$ cat src/rtl/fdc_pkg.sv
// Shared types and defaults for the synchronous multi-channel FDC.
package fdc_pkg;

  typedef enum logic [1:0] {
    IDLE  = 2'd0,
    ARM   = 2'd1,
    COUNT = 2'd2
  } fdc_state_e;

  localparam int unsigned SYNC_STAGES_MIN = 2;
  localparam int unsigned REF_N_DEF       = 8;
  localparam int unsigned PTAT_N_DEF      = 16;
  localparam int unsigned N_CH_DEF        = 2;

  // Never build a synchronizer shorter than the safe minimum.
  function automatic int unsigned clamp_stages(input int unsigned n);
    return (n < SYNC_STAGES_MIN) ? SYNC_STAGES_MIN : n;
  endfunction

endpackage

$ cat src/rtl/osc_edge_sync.sv
// Synchronizes one asynchronous oscillator into the clk domain and emits a
// one-cycle pulse per rising edge (STAGES+1 cycles after the input edge).
module osc_edge_sync
  import fdc_pkg::*;
#(
  parameter int unsigned STAGES = SYNC_STAGES_MIN
) (
  input  logic clk,
  input  logic reset,
  input  logic osc,
  output logic pulse
);

  localparam int unsigned N = clamp_stages(STAGES);

  logic [N-1:0] sync;
  logic         prev;

  // Flop chain, previous-level register and registered rise detector.
  always_ff @(posedge clk) begin
    if (!reset) begin
      sync  <= '0;
      prev  <= 1'b0;
      pulse <= 1'b0;
    end else begin
      sync  <= {sync[N-2:0], osc};
      prev  <= sync[N-1];
      pulse <= sync[N-1] & ~prev;
    end
  end

endmodule

$ cat src/rtl/fdc_sync_multi.sv
// Multi-channel frequency-to-digital converter: counts sensor-oscillator
// edges over ref_len FREF periods, single-shot or gapless continuous.
module fdc_sync_multi
  import fdc_pkg::*;
#(
  parameter int unsigned REF_N       = REF_N_DEF,
  parameter int unsigned PTAT_N      = PTAT_N_DEF,
  parameter int unsigned N_CH        = N_CH_DEF,
  parameter int unsigned SYNC_STAGES = SYNC_STAGES_MIN
) (
  input  logic                     clk,
  input  logic                     reset,
  input  logic                     start,
  input  logic                     mode,
  input  logic [REF_N-1:0]         ref_len,
  input  logic                     fref,
  input  logic [N_CH-1:0]          fptat,
  output logic [N_CH*PTAT_N-1:0]   data,
  output logic [N_CH-1:0]          ovf,
  output logic                     valid,
  output logic                     busy
);

  localparam logic [REF_N-1:0]  REF_ONE  = REF_N'(1);
  localparam logic [PTAT_N-1:0] PTAT_ONE = PTAT_N'(1);

  fdc_state_e        state, state_n;
  logic              fref_p;
  logic [N_CH-1:0]   ptat_p;
  logic [REF_N-1:0]  ref_len_q;
  logic [REF_N-1:0]  ref_len_eff;
  logic [REF_N-1:0]  ref_cnt;
  logic [PTAT_N-1:0] ptat_cnt [N_CH];
  logic [N_CH-1:0]   ovf_acc;
  logic              win_open;
  logic              win_end;

  osc_edge_sync #(.STAGES(SYNC_STAGES)) u_sync_ref (
    .clk   (clk),
    .reset (reset),
    .osc   (fref),
    .pulse (fref_p)
  );

  for (genvar g = 0; g < N_CH; g++) begin : g_ch
    osc_edge_sync #(.STAGES(SYNC_STAGES)) u_sync_ptat (
      .clk   (clk),
      .reset (reset),
      .osc   (fptat[g]),
      .pulse (ptat_p[g])
    );
  end

  assign ref_len_eff = (ref_len == '0) ? REF_ONE : ref_len;
  assign busy        = (state != IDLE);

  // State register.
  always_ff @(posedge clk) begin
    if (!reset) begin
      state <= IDLE;
    end else begin
      state <= state_n;
    end
  end

  // Next-state logic plus window open/close strobes for the datapath.
  always_comb begin
    state_n  = state;
    win_open = 1'b0;
    win_end  = 1'b0;
    unique case (state)
      IDLE: begin
        if (start) state_n = ARM;
      end
      ARM: begin
        if (fref_p) begin
          win_open = 1'b1;
          state_n  = COUNT;
        end
      end
      COUNT: begin
        if (fref_p && ((ref_cnt + REF_ONE) == ref_len_q)) begin
          win_end = 1'b1;
          if (!mode) state_n = IDLE;
        end
      end
      default: state_n = IDLE;
    endcase
  end

  // Window counters, saturation tracking and result latch.
  // The terminal cycle both latches the closing window (including any
  // coincident sensor edge) and zeroes the counters, so in continuous mode
  // the terminal FREF edge doubles as the opening edge of the next window.
  always_ff @(posedge clk) begin
    if (!reset) begin
      ref_len_q <= '0;
      ref_cnt   <= '0;
      ovf_acc   <= '0;
      data      <= '0;
      ovf       <= '0;
      valid     <= 1'b0;
      for (int unsigned i = 0; i < N_CH; i++) ptat_cnt[i] <= '0;
    end else begin
      valid <= 1'b0;
      if ((state == IDLE) && start) ref_len_q <= ref_len_eff;

      if (win_open || win_end) begin
        ref_cnt <= '0;
        ovf_acc <= '0;
        for (int unsigned i = 0; i < N_CH; i++) ptat_cnt[i] <= '0;
        if (win_end) begin
          valid <= 1'b1;
          if (mode) ref_len_q <= ref_len_eff;
          for (int unsigned i = 0; i < N_CH; i++) begin
            if (ptat_p[i] && (ptat_cnt[i] == '1)) begin
              data[i*PTAT_N +: PTAT_N] <= '1;
              ovf[i]                   <= 1'b1;
            end else begin
              data[i*PTAT_N +: PTAT_N] <= ptat_cnt[i] + (ptat_p[i] ? PTAT_ONE : '0);
              ovf[i]                   <= ovf_acc[i];
            end
          end
        end
      end else if (state == COUNT) begin
        if (fref_p) ref_cnt <= ref_cnt + REF_ONE;
        for (int unsigned i = 0; i < N_CH; i++) begin
          if (ptat_p[i]) begin
            if (ptat_cnt[i] == '1) ovf_acc[i] <= 1'b1;
            else                   ptat_cnt[i] <= ptat_cnt[i] + PTAT_ONE;
          end
        end
      end
    end
  end

endmodule

$ cat config.mk
export PLATFORM = sky130hd
export DESIGN_NAME = fdc_sync_multi
export DESIGN_NICKNAME = d
export VERILOG_FILES = /design/src/rtl/fdc_pkg.sv /design/src/rtl/osc_edge_sync.sv /design/src/rtl/fdc_sync_multi.sv
export SDC_FILE = /design/constraint.sdc
export NUM_CORES = 1
export LEC_CHECK = 0
export CAP_MARGIN = 20
export CELL_PAD_IN_SITES_DETAIL_PLACEMENT = 1
export CELL_PAD_IN_SITES_GLOBAL_PLACEMENT = 1
export CORE_MARGIN = 5
export CORE_UTILIZATION = 31
export CTS_BUF_LIST = sky130_fd_sc_hd__clkbuf_4 sky130_fd_sc_hd__clkbuf_8 sky130_fd_sc_hd__clkbuf_16
export DETAILED_ROUTE_END_ITERATION = 10
export PLACE_DENSITY = 0.58
export SLEW_MARGIN = 25
export SYNTH_ARGS = -nofsm -noshare
export SYNTH_HDL_FRONTEND = slang
export SYNTH_SLANG_ARGS = --single-unit
$ cat constraint.sdc
create_clock -name clk -period 3 [get_ports clk]
set_input_delay 0.6 -clock clk [delete_from_list [all_inputs] [get_ports clk]]
set_output_delay 0.6 -clock clk [all_outputs]
set_load 0.005 [all_outputs]
==> impl_results.md <==
* Outcome: finished, final reports clean
* Most frequent cells in the layout: 121 x nor2_1, 67 x dfxtp_1, 50 x clkdlybuf4s50_1, 39 x nand2_1, 37 x xnor2_1
* Sequential cell fraction of total power at roughly 54%
* Total Die Area at about 0.019 mm2
* Commonest non-fill, non-tap cell in the layout: nor2_1
* Vias in the first global route at 3979
* Residual DRC count at 0
* Cell Area, Synth at 0.00505 mm2
* Nets at roughly 600
* 1st-pass router iterations at 4
* GR Overflow Total at 0
* RSZ-0062 raised after global routing: no
* P&R area growth vs syn at 20.3%
* # setup viols final at 0
* Finished Core Util at between 30% and 40%
* Port buffer count at 50
* Tmin final at 2.73 ns
* Setup Crit Path Kind: reg2reg
* Number of core rows at 46
* Setup Skew at 0.0144 ns
* Ant. Diodes at 0
* Worst endpoint required time at 3.28 ns
* IO Pins at 51
* Maximum buffer depth of the clock tree at 2
* Max Cap Violations at 0
* Int Pwr at 2.05 mW
* Leak at between 2 and 2.5 nW
* Initial Utilization at 31.7%
* Wire per inst at 14.7 um
* Clk_lat worst skew at 0.36 ns
* Core area at 0.0159 mm2
* Avg Cell Area, Syn at 9.56 um2
* Sequential cell area fraction in the yosys report at 45.6%
* FF+latch count, synth at 99
* Via-to-Cell Ratio at 4.71
* CTS clk-pin slew, worst paths at 0.07 ns
* First-pass GRT wire length at 20000 um
* Nature of the critical path endpoint: register
* EDFF count, synth at 32
* Fillcell total at 1804
* Clock share of power at 40.3%
* Switching share of power at 23.8%
* Maximum vdd drop at 0.261 mV
* # hold bufs at CTS at 0
* Post-CTS Setup Repair Bufs at 0
* Comb pwr share at 5.8%
* Pwr Density at 443 mW/mm2
* Slew margin rel. at 50.7%
* Period utilization at 91.1%
* Routed WL at 11700 um
* Initial drt markers at 149
* TritonCTS Sinks at 99
* Setup_tns at 0 ns
* Final RePlAce weighted congestion at ~0.8
* P_sw at 0.641 mW
* Post-route ant nets at 0
* Root Buffer: clkbuf_16
* Min-delay worst type: reg2reg
* Max Fclk at ~370 MHz
* Final Hold Fails at 0
* CTS tree: done
* Largest net degree at the start of global routing at 34
* Synth unique cells at 43
* Post-Synthesis Cells at around 530
* CTS buffer count at 9
* Ys async rst share at 0%
* Most used DFF post-synth: dfxtp_1
* Yosys warns at 0
* Measured slew at the worst slew-check pin at 0.732 ns
* Final Max Tran Viols at 0
* Chip width at 138 um
* Synth Net Count at 550
* # H-tree levels at 3
* Tot GR Track Use at 13.4%
* Vias at 3738
* Startpoint types: register
* Initial antenna violation count at 0
* Share of cells above drive strength 1 at 13.7%
* Crit path DAT at 3.01 ns
* CP Max Fanout at 33
* Hpwl dp at 8470 um
* Die Y at around 140 um
==> logic make-up after synthesis <==
kind of cell | synth area share (%)
AOI/OAI and AO/OA | 11.9
xor gates and xnor gates | 12.1
adders and majority gates | 1.74
buffers and inverters | 4.19
DFF | 45.6
muxes | 1.59
and+or+nand+nor | 22.9
==> per-layer routing <==
metal | vias up | GRT usage, % | routed length [um]
met5 | - | 0 | 0
met4 | 0 | 5.43 | 261
met3 | 16 | 3.10 | 331
met2 | 51 | 20.3 | 5140
met1 | 1789 | 18.4 | 5950
li1 | 1882 | - | -
==> power by group through the flow <==
stage          Sequential, mW  Combinational (mW)  Clock (mW)
6_report                 1.45               0.156        1.08
2_1_floorplan            1.46               0.111           0
3_5_place_dp             1.48               0.158           0
3_3_place_gp             1.48               0.154           0
4_1_cts                  1.45               0.159        1.13
5_1_grt                  1.46               0.174        1.19
==> worst max-delay path, cell delays in order (launching register included) <==
cell       delay, ns
dfxtp_1         0.40
ha_1            0.27
nand3_1         0.19
or3_1           0.41
a211o_1         0.38
a2111oi_4       0.30
buf_12          0.20
buf_12          0.21
nor2_1          0.08
a211oi_2        0.18
==> layout make-up <==
| type | instances | area, um2 | area share, % |
|---|---|---|---|
| clock inverters | 6 | 33.8 | 0.556 |
| well taps | 216 | 270 | 4.45 |
| repair buffers | 64 | 668 | 11.0 |
| multi-input cells | 391 | 2540 | 41.8 |
| flip-flops and latches | 99 | 2300 | 37.9 |
| clock buffers | 10 | 233 | 3.83 |
| inverters | 7 | 26.3 | 0.433 |
==> synthesized netlist by cell type (4+ instances only) <==
cell type    n  area share, %
nor2_1     121            9.0
dfxtp_1     67             27
nand2_1     39            2.9
xnor2_1     37            6.4
a211oi_2    33            8.2
xor2_1      33            5.7
edfxtp_1    32             19
nand3_1     29            2.9
clkbuf_1    15            1.1
and2_1      12            1.5
buf_6        8            1.8
mux2i_1      8            1.6
buf_2        7           0.69
ha_1         7            1.7
nand4_1      7           0.87
nor2_2       7           0.87
inv_1        6           0.45
nor3_1       6           0.60
and3_1       5           0.62
a21oi_1      4           0.40
nor2b_1      4           0.50
nor4_1       4           0.50
or2_2        4           0.50
==> what timing repair did <==
action / 4_1_cts / 5_1_grt
hold endpoints to repair: 0 / 0
setup endpoints to repair: 0 / 32
gates resized for setup: 0 / 2
==> final timing paths <==
kind	startpoint	to	slack [ns]	cells after the start
worst max-delay path	ref_cnt[1]	data[14]	0.27	9
worst min-delay path	g_ch[1].u_sync_ptat.prev	g_ch[1].u_sync_ptat.pulse	0.38	1
worst max register to register	ref_cnt[1]	data[14]	0.27	9
worst min register to register	g_ch[1].u_sync_ptat.prev	g_ch[1].u_sync_ptat.pulse	0.38	1
==> state kept, by name, indices dropped and copies added, names as in the netlist <==
register,count
ref_len_q,8
ovf,2
ptat_cnt,32
u_sync_ref.prev,1
g_ch.u_sync_ptat.prev,2
state,2
ref_cnt,8
data,32
ovf_acc,2
u_sync_ref.sync,2
valid,1
g_ch.u_sync_ptat.pulse,2
g_ch.u_sync_ptat.sync,4
u_sync_ref.pulse,1
==> stage by stage <==
stage               setup WS [ns]  hold slack, ns  instances  total power [mW]  instance area, um2
CTS                         0.228           0.386        793              2.74                6070
floorplan                   0.288           0.367        528              1.57                5050
finish                      0.266           0.384        793              2.69                6070
global placement            0.362           0.372        777              1.63                5800
global route               0.0806           0.396        793              2.82                6070
detailed placement          0.242           0.377        777              1.64                5800
(Power assumes the default switching activity.)
